===== src/rtl/trng_pkg.sv =====
// Shared types and helpers for the ring-oscillator TRNG sequencer.
// State encoding plus a counter-width helper.
package trng_pkg;

  typedef enum logic [1:0] {
    IDLE,
    WARMUP,
    COLLECT,
    FAULT
  } trng_state_e;

  // Bits needed to hold the values 0..n-1 (never less than one).
  function automatic int cnt_w(input int n);
    return (n <= 2) ? 1 : $clog2(n);
  endfunction

endpackage


===== src/rtl/trng_rep_test.sv =====
// Repetition-count health test on the sampled raw bit.
// Flags a failure when a run of identical samples reaches REP_LIMIT.
module trng_rep_test
  import trng_pkg::*;
#(
  parameter int REP_LIMIT = 32
) (
  input  logic clk,
  input  logic reset,
  input  logic strobe,
  input  logic sbit,
  input  logic clear,
  output logic fail
);

  localparam int RUN_W = cnt_w(REP_LIMIT + 1);
  localparam logic [RUN_W-1:0] RUN_ONE = RUN_W'(1);
  localparam logic [RUN_W-1:0] RUN_MAX = RUN_W'(REP_LIMIT);

  logic [RUN_W-1:0] run_q;
  logic [RUN_W-1:0] run_d;
  logic             prev_q;

  // A zero run means no sample seen yet since the last clear.
  always_comb begin
    run_d = run_q;
    if (run_q == '0 || sbit != prev_q) begin
      run_d = RUN_ONE;
    end else begin
      run_d = run_q + 1'b1;
    end
    fail = strobe && !clear && (run_d == RUN_MAX);
  end

  always_ff @(posedge clk or posedge reset) begin
    if (reset) begin
      run_q  <= '0;
      prev_q <= 1'b0;
    end else if (clear) begin
      run_q  <= '0;
      prev_q <= 1'b0;
    end else if (strobe) begin
      run_q  <= run_d;
      prev_q <= sbit;
    end
  end

endmodule


===== src/rtl/trng_sequencer.sv =====
// Ring-oscillator entropy sequencer: warm-up, sampling, health test,
// optional von Neumann debias, word packing and a one-word buffer.
module trng_sequencer
  import trng_pkg::*;
#(
  parameter int WORD_W        = 32,
  parameter int WARMUP_CYCLES = 1024,
  parameter int SAMPLE_DIV    = 8,
  parameter int REP_LIMIT     = 32,
  parameter int DEBIAS        = 1
) (
  input  logic              clk,
  input  logic              reset,
  input  logic              start,
  input  logic              stop,
  input  logic              raw_bit,
  output logic              osc_enable,
  output logic              rng_clr,
  output logic [WORD_W-1:0] word_data,
  output logic              word_valid,
  input  logic              word_ready,
  output logic              fault,
  output logic              busy
);

  localparam int WARM_W = cnt_w(WARMUP_CYCLES);
  localparam int DIV_W  = cnt_w(SAMPLE_DIV);
  localparam int BIT_W  = cnt_w(WORD_W + 1);

  localparam logic [WARM_W-1:0] WARM_LAST =
    WARM_W'(WARMUP_CYCLES - 1);
  localparam logic [DIV_W-1:0] DIV_LAST =
    DIV_W'(SAMPLE_DIV - 1);
  localparam logic [BIT_W-1:0] BIT_FULL =
    BIT_W'(WORD_W);
  localparam logic [BIT_W-1:0] BIT_LAST =
    BIT_W'(WORD_W - 1);

  trng_state_e state_q;
  trng_state_e state_d;

  logic [1:0]        sync_q;
  logic              sbit;
  logic [WARM_W-1:0] warm_q;
  logic [DIV_W-1:0]  div_q;
  logic              strobe;
  logic              use_stb;
  logic              rep_fail;
  logic              pair_have;
  logic              pair_a;
  logic              emit;
  logic              emit_bit;
  logic [WORD_W-1:0] shift_q;
  logic [WORD_W-1:0] shift_d;
  logic [BIT_W-1:0]  bit_q;
  logic              full;
  logic              buf_free;
  logic              fault_q;

  // raw_bit is asynchronous to clk.
  always_ff @(posedge clk or posedge reset) begin
    if (reset) begin
      sync_q <= 2'b00;
    end else begin
      sync_q <= {sync_q[0], raw_bit};
    end
  end

  assign sbit = sync_q[1];

  always_ff @(posedge clk or posedge reset) begin
    if (reset) begin
      state_q <= IDLE;
    end else begin
      state_q <= state_d;
    end
  end

  always_comb begin
    state_d = state_q;
    if (stop) begin
      state_d = IDLE;
    end else begin
      unique case (state_q)
        IDLE:    if (start) state_d = WARMUP;
        WARMUP:  if (warm_q == WARM_LAST) state_d = COLLECT;
        COLLECT: if (rep_fail) state_d = FAULT;
        FAULT:   if (start) state_d = WARMUP;
        default: state_d = IDLE;
      endcase
    end
  end

  always_comb begin
    osc_enable = 1'b0;
    rng_clr    = 1'b1;
    busy       = 1'b0;
    unique case (state_q)
      WARMUP, COLLECT: begin
        osc_enable = 1'b1;
        rng_clr    = 1'b0;
        busy       = 1'b1;
      end
      default: ;
    endcase
  end

  always_ff @(posedge clk or posedge reset) begin
    if (reset) begin
      fault_q <= 1'b0;
    end else if (state_q == COLLECT && state_d == FAULT) begin
      fault_q <= 1'b1;
    end else if (state_q != WARMUP && state_d == WARMUP) begin
      fault_q <= 1'b0;
    end
  end

  assign fault = fault_q;

  // Counters idle at zero, so entering a state starts them cleanly.
  always_ff @(posedge clk or posedge reset) begin
    if (reset) begin
      warm_q <= '0;
      div_q  <= '0;
    end else begin
      if (state_q == WARMUP) begin
        warm_q <= warm_q + 1'b1;
      end else begin
        warm_q <= '0;
      end
      if (state_q != COLLECT || div_q == DIV_LAST) begin
        div_q <= '0;
      end else begin
        div_q <= div_q + 1'b1;
      end
    end
  end

  assign strobe   = (state_q == COLLECT) && (div_q == DIV_LAST);
  assign full     = (bit_q == BIT_FULL);
  assign buf_free = !word_valid || word_ready;
  // A completed word waiting for the buffer freezes everything upstream.
  assign use_stb  = strobe && !stop && !full;

  trng_rep_test #(
    .REP_LIMIT(REP_LIMIT)
  ) u_rep (
    .clk   (clk),
    .reset (reset),
    .strobe(use_stb),
    .sbit  (sbit),
    .clear (state_q != COLLECT),
    .fail  (rep_fail)
  );

  always_comb begin
    emit     = 1'b0;
    emit_bit = sbit;
    if (use_stb && !rep_fail) begin
      if (DEBIAS != 0) begin
        if (pair_have && (pair_a != sbit)) begin
          emit     = 1'b1;
          emit_bit = pair_a;
        end
      end else begin
        emit = 1'b1;
      end
    end
  end

  always_ff @(posedge clk or posedge reset) begin
    if (reset) begin
      pair_have <= 1'b0;
      pair_a    <= 1'b0;
    end else if (state_q != COLLECT) begin
      pair_have <= 1'b0;
      pair_a    <= 1'b0;
    end else if (use_stb) begin
      pair_have <= !pair_have;
      if (!pair_have) begin
        pair_a <= sbit;
      end
    end
  end

  assign shift_d = {shift_q[WORD_W-2:0], emit_bit};

  always_ff @(posedge clk or posedge reset) begin
    if (reset) begin
      shift_q    <= '0;
      bit_q      <= '0;
      word_data  <= '0;
      word_valid <= 1'b0;
    end else begin
      if (word_valid && word_ready) begin
        word_valid <= 1'b0;
      end
      if (state_q != COLLECT) begin
        bit_q <= '0;
      end else if (full && buf_free && !stop) begin
        word_data  <= shift_q;
        word_valid <= 1'b1;
        bit_q      <= '0;
      end else if (emit) begin
        if (bit_q == BIT_LAST && buf_free) begin
          word_data  <= shift_d;
          word_valid <= 1'b1;
          bit_q      <= '0;
        end else begin
          shift_q <= shift_d;
          bit_q   <= bit_q + 1'b1;
        end
      end
    end
  end

endmodule


===== config.mk =====
export PLATFORM = sky130hd
export DESIGN_NAME = trng_sequencer
export DESIGN_NICKNAME = d
export VERILOG_FILES = /design/src/rtl/trng_pkg.sv /design/src/rtl/trng_rep_test.sv /design/src/rtl/trng_sequencer.sv
export SDC_FILE = /design/constraint.sdc
export NUM_CORES = 1
export LEC_CHECK = 0
export ABC_AREA = 1
export BUFFER_PORTS_ARGS = -buffer_cell sky130_fd_sc_hd__buf_2
export CAP_MARGIN = 20
export CORE_UTILIZATION = 60
export CTS_CLUSTER_SIZE = 10
export DETAILED_ROUTE_END_ITERATION = 6
export HOLD_SLACK_MARGIN = 0.1
export PLACE_DENSITY = 0.82
export SETUP_SLACK_MARGIN = 0.2
export SYNTH_ARGS = -nofsm -noshare
export SYNTH_HDL_FRONTEND = slang
export SYNTH_SLANG_ARGS = --single-unit

===== constraint.sdc =====
create_clock -name clk -period 5.4 [get_ports clk]
set_clock_uncertainty 0.15 [all_clocks]
set_input_delay 0.54 -clock clk [delete_from_list [all_inputs] [get_ports clk]]
set_output_delay 0.54 -clock clk [all_outputs]
set_load 0.05 [all_outputs]

==> flow_summary.toml, run 1 <==
[status]
status = "finished, final reports clean"

[routing]
routed_wl_mm = 8.20
ant_nets = 0
drc = 0
wl_per_cell_um = 12.2
drt_pass1_iterations = 4
viasPerCell = 5.14
vias = 3462
drtIter0Drc = 210

[power_and_ir_drop]
p_switching_uw = 485
p_per_area_mw_per_mm2 = 310
max-vdd-ir-drop_uv = 208
combPwrFrac_pct = 17.6
p_leak_uw = 0.00260
swShare_pct = 30.7
internal_power_uw = 1090
seq_power_share_pct = 48.9
p_clk_share_pct = 33.5

[sta]
fin_ws_ns = 2.43
drv_slew = 0
final_hold_viol_count = 0
report.final.setup_viol = 0
fmax_mhz = 336
relSlewSlack_pct = 35.6
grt_setup_unrepaired = "no"
post-route-period-util_pct = 55.0
tightest_slew_ns = 0.963
tns_ns = 0
min_period_ns = 2.97

[floorplanning]
coreArea_mm2 = 0.00737
rows = 31
ios = 43
die_area_mm2 = 0.00809
die_h_um = 90.0
die_width_um = 90.0
start_util_pct = 63.0

[critical_path]
cp_data_required_time_ns = 5.45
regToRegStartpoint = "bit_q[0]"
cp_max_fo = 65
cp-end-kind = "flop"
path_class = "flop to flop"
setup.worst_path.start = "bit_q[0]"
worstPathArrival_ns = 3.02
start_kind = "flop"

[synthesis]
synth.distinct_cells = 35
netlist_area_mm2 = 0.00464
netlist_instances = 534
yosys.area.top_type = "dfrtp_1"
yosys-top-cells-area = "dfrtp_1, nand2_1, o21ai_0, inv_1, o21ai_2"
seq_area_frac_synth_pct = 52.8
yosys_warnings = 0
yosysTopAreaCellShare_pct = 52.8
synthesis.nets = 550
avgSynthCellArea_um2 = 8.69
synth-seq-cells = 98

[clocking]
clk_pin_slew_worst_paths_ns = 0.09
clock-sinks = 98
insertion_delay_ns = 0.37
cts_made_buffers = 9
cts_setup_buffers = 0
clk_path_buf_depth = 2
htreeDepth = 3
cts_tree = "built"
cts-root-buf = "clkbuf_8"

[worst_hold_path]
holdCritStartpoint = "raw_bit"
hold_class = "input port to flop"

[global_route]
grt_overflow = 0
grt_max_degree = 68
grt_pass1_wl_mm = 14.8
grt_pass1_vias = 3407
grt_util_all_layers_pct = 22.8
antenna_found_initial = 0

[placed_design]
placed_cells = 657
routabilityCongestion = 0.802
io_buffers = 42
place_ws_ns = 2.42
dp_hpwl_mm = 5.35

[cells_and_area]
final_core_util_pct = 69.2
area_growth_pct = 9.84
drive_above_1_share_pct = 16.6
final_nets = 586
antennaDiodeCount = 0
final-instance-count-excl-fill = 673

[run]
maxCapViolations = 0
## metrics by stage
step / area, um2 / hold WS [ns] / power [uW]
2_1_floorplan: 4640 / 0.181 / 1020
3_3_place_gp: 4860 / 0.185 / 1060
3_5_place_dp: 4860 / 0.191 / 1060
4_1_cts: 5100 / 0.116 / 1590
5_1_grt: 5100 / 0.112 / 1650
6_report: 5100 / 0.128 / 1580
## state kept, by name, summed over array words and instances (netlist names)
signal,count
state_q,2
u_rep.prev_q,1
bit_q,6
word_data,32
u_rep.run_q,6
pair_a,1
sync_q,2
div_q,3
shift_q,32
pair_have,1
fault,1
warm_q,10
word_valid,1
## layout by cell type (no fill, tap or decap), types with 2 or more instances in the layout
cell type and count:
xor2_1 4, inv_1 64, nor3_1 3, clkinv_4 2, nand3_1 16, nand2_2 3
o21ai_2 19, nand2_1 139, inv_2 2, buf_2 42, mux2i_1 2, a21oi_1 15
ha_1 10, o21ai_1 18, clkbuf_8 10, o21ai_0 66, buf_4 3, bufinv_16 2
o22ai_1 4, nand3_2 2, nand4_1 4, dfrtp_1 98, nor2_1 31, nand4_2 2
## what timing repair did
action                    CTS  global route
gates resized for setup     0             0
hold endpoints to repair   31             0
hold buffers                1             0
## cell type report
type | instances | area, um2
sequential | 98 | 2450
multi-input combinational | 348 | 1800
inverter | 67 | 254
tap | 99 | 124
timing repair buffer | 46 | 243
clock buffer | 10 | 138
fill | 580 | 2270
clock inverter | 5 | 86.3
## worst max-delay path: stages, from the launching register on
cell and delay [ns]:
dfrtp_1 0.40, inv_1 0.07, ha_1 0.20, nand4_2 0.14, nor2_2 0.06, nand2_2 0.70, nand2_1 0.10, inv_1 0.12
nor2_1 0.06, nand2_2 0.06, buf_4 0.55, o21ai_0 0.21
## logic make-up after synthesis
kind of cell	synth area share (%)
AO/OA/AOI/OAI	15.1
XOR/XNOR	0.943
flip-flops	52.8
multiplexers	0.431
buffers and inverters	8.36
AND/OR/NAND/NOR	19.6
adder cells (fa/ha/maj)	2.70
## power groups by stage
stage | Combinational, uW | Sequential, uW | Clock (uW)
6_report | 278 | 773 | 529
5_1_grt | 309 | 776 | 566
4_1_cts | 279 | 772 | 537
3_5_place_dp | 278 | 786 | 0
3_3_place_gp | 272 | 785 | 0
2_1_floorplan | 211 | 805 | 0
## synthesized netlist by cell type (all sizes together)
cell,n
xor2,4
clkbuf,9
inv,67
a21boi,1
o21ai,103
a31oi,1
a21oi,15
dfrtp,98
nand3,19
o22ai,4
ha,10
xnor2,1
nand4,6
nor2,34
buf,12
nand2,143
nor3,4
nand3b,1
mux2i,2
## final timing paths
kind                                  end  slack (ns)  cells after the start
max                            word_valid        2.43                     11
min                             sync_q[0]        0.13                      1
max reg2reg                    word_valid        2.43                     11
min reg2reg                     sync_q[1]        0.21                      0
max in group asynchronous  u_rep.run_q[5]        3.40                      4
min in group asynchronous      shift_q[3]        0.55                      3
## metal layers
| layer | GRT usage [%] | vias up | share of wire, % |
|---|---|---|---|
| met5 | 0 | - | 0 |
| met4 | 10.8 | 0 | 2.2 |
| met3 | 3.13 | 15 | 2.8 |
| met2 | 40.3 | 48 | 50 |
| met1 | 27.8 | 1621 | 45 |
| li1 | - | 1778 | - |
(Power assumes the default switching activity.)
==> run 2, diff against run 1 <==
ABC_AREA = 0   (was 1)
CORE_UTILIZATION = 59   (was 60)
PLACE_DENSITY = 0.81   (was 0.82)
clock period = 2.86 ns   (was 5.4 ns; I/O delays follow)
==> run 2 against run 1 <==
Compared with the run above:
- utilization increased by 0.15 points
- sequential power increased by 86%
- non-clock buffer count increased by 10
- synthesized cell count decreased by 19%
- critical path depth decreased by 3
- die area increased by 6.4%
- first-iteration DRC count decreased by 3.3%
- critical endpoint is now word_data[12]
- largest cell class unchanged
- largest power group unchanged
==> flow_summary.toml, run 2 <==
[status]
status = "finished, final reports clean"

[placed_design]
place_ws_ns = 0.228
dpl_cell_area_mm2 = 0.00516
dp_hpwl_mm = 5.57
routabilityCongestion = 0.820
io_buffers = 42
placed_cells = 565

[synthesis]
synth.distinct_cells = 53
yosysTopAreaCellShare_pct = 50.4
synth_edf_count = 0
seq_area_frac_synth_pct = 50.4
yosys.area.top_type = "dfrtp_1"
yosysMostFrequentCell = "nand2_1"
ys_async_sr_fraction_pct = 100
ys.flop_type = "dfrtp_1"
yosys-top-cells-count = "nand2_1, dfrtp_1, mux2_4, mux2_2, nor2_1"
synthesis.nets = 449
netlist_instances = 433
avgSynthCellArea_um2 = 11.2
yosys-top-cells-area = "dfrtp_1, mux2_4, nand2_1, mux2_2, mux2_1"
yosys_warnings = 0
synth-seq-cells = 98
netlist_area_mm2 = 0.00486

[critical_path]
worstPathArrival_ns = 2.69
cp-end-kind = "flop"
path_class = "flop to flop"
start_kind = "flop"
cp_max_fo = 18
cp_data_required_time_ns = 2.97

[routing]
vias = 3227
routed_wl_mm = 8.66
drtIter0Drc = 203
drt_pass1_iterations = 4
drc = 0
ant_nets = 0
wl_per_cell_um = 14.7
viasPerCell = 5.49

[floorplanning]
die_h_um = 92.8
start_util_pct = 62.0
rows = 32
die_width_um = 92.8
die_area_mm2 = 0.00861
coreArea_mm2 = 0.00785
ios = 43

[cells_and_area]
mostFrequentLayoutCells = "nand2_1, dfrtp_1, buf_2"
final_common_cell = "nand2_1"
fillers = 580
reg_top3 = "shift_q x32, word_data x32, warm_q x10"
drive_above_1_share_pct = 27.8
area_growth_pct = 11.9
stdcell_area_mm2 = 0.00544
final_nets = 497
final-instance-count-excl-fill = 588
antennaDiodeCount = 0

[sta]
final_hold_viol_count = 0
holdWs_ns = 0.168
fmax_mhz = 388
fin_ws_ns = 0.286
relSlewSlack_pct = 66.2
grt_setup_unrepaired = "no"
tns_ns = 0
drv_slew = 0
post-route-period-util_pct = 90.0
report.final.setup_viol = 0
tightest_slew_ns = 0.506
min_period_ns = 2.57

[run]
maxCapViolations = 0

[clocking]
cts_tree = "built"
cts-root-buf = "clkbuf_8"
insertion_delay_ns = 0.38
cts_made_buffers = 9
clk_pin_slew_worst_paths_ns = 0.09
clk_path_buf_depth = 2
htreeDepth = 3
clock-sinks = 98

[global_route]
grt_pass1_vias = 3163
grt_pass1_wl_mm = 14.8
grt_util_all_layers_pct = 21.9
antenna_found_initial = 0
grt_overflow = 0
grt_max_degree = 99

[power_and_ir_drop]
p_leak_uw = 0.00284
swShare_pct = 31.8
p_clk_share_pct = 31.8
p_per_area_mw_per_mm2 = 506
combPwrFrac_pct = 15.9
max-vdd-ir-drop_uv = 324
seq_power_share_pct = 52.3
internal_power_uw = 1880
p_switching_uw = 875

[worst_hold_path]
hold_class = "input port to flop"
## run 2: changes by cell type after synthesis, moves of 6 or more
cell	before	now
a21oi_1	15	8
o21ai_1	18	1
o21ai_0	66	11
nand2_1	139	111
nor2_1	31	17
mux2_1	0	14
mux2_2	0	18
buf_6	6	0
inv_1	65	12
mux2_4	0	30
o21ai_2	19	0
## run 2: metal layers
| metal | global-route usage [%] | vias up | part of all wire (%) |
|---|---|---|---|
| met5 | 0 | - | 0 |
| li1 | - | 1562 | - |
| met4 | 11.2 | 0 | 2.2 |
| met2 | 34.3 | 62 | 47 |
| met1 | 29.8 | 1588 | 48 |
| met3 | 3.04 | 15 | 2.9 |
## run 2: cell families after synthesis
kind of cell             Yosys count  synth area share, %
XOR/XNOR                          10                 1.80
flip-flops                        98                 50.4
adder cells (fa/ha/maj)           10                 2.57
buffers and inverters             32                 3.99
AND/OR/NAND/NOR                  172                 16.0
multiplexers                      64                 17.1
AO/OA/AOI/OAI                     47                 8.10
## run 2: area by class of cell
class / instances / area, um2 / area share [%]
Timing Repair Buffer: 56 / 362 / 6.65
Inverter: 13 / 52.6 / 0.966
Sequential cell: 98 / 2450 / 45.1
Multi-Input combinational cell: 303 / 2250 / 41.4
Tap cell: 102 / 128 / 2.35
Clock inverter: 6 / 55.1 / 1.01
Clock buffer: 10 / 138 / 2.53
## run 2: power by group through the flow
stage               registers (uW)  logic (uW)  clock network [uW]
finish                        1440         438                 876
global route                  1440         476                 931
CTS                           1440         441                 896
detailed placement            1470         438                   0
global placement              1460         429                   0
floorplan                     1470         345                   0
## run 2: repair_timing
action,CTS,global route
gates resized for setup,1,5
hold endpoints to repair,99,0
setup endpoints to repair,1,28
pin swaps,0,1
hold buffers,2,0
buffers inserted,0,5
## run 2: final timing paths
path / start / to / slack (ns) / cells past startpoint
setup / recovery: u_rep.run_q[1] / word_data[12] / 0.29 / 8
hold / removal: stop / state_q[1] / 0.17 / 3
setup reg to reg: u_rep.run_q[1] / word_data[12] / 0.29 / 8
hold reg to reg: sync_q[0] / sync_q[1] / 0.21 / 0
max in group asynchronous: reset / u_rep.run_q[0] / 1.70 / 4
min in group asynchronous: reset / word_data[8] / 0.44 / 4
## run 2: critical path, cell delays in order (launching register included)
cell       delay, ns
dfrtp_1         0.46
ha_2            0.26
nand3_1         0.13
xor2_2          0.23
o2111ai_4       0.22
o211ai_4        0.35
nand2_8         0.15
buf_12          0.19
mux2_4          0.31
## run 2: through the flow
stage | power (uW) | util (%)
3_5_place_dp | 1900 | 65.8
5_1_grt | 2850 | 69.3
3_3_place_gp | 1890 | 65.8
2_1_floorplan | 1820 | -
4_1_cts | 2770 | 68.6
6_report | 2750 | 69.3
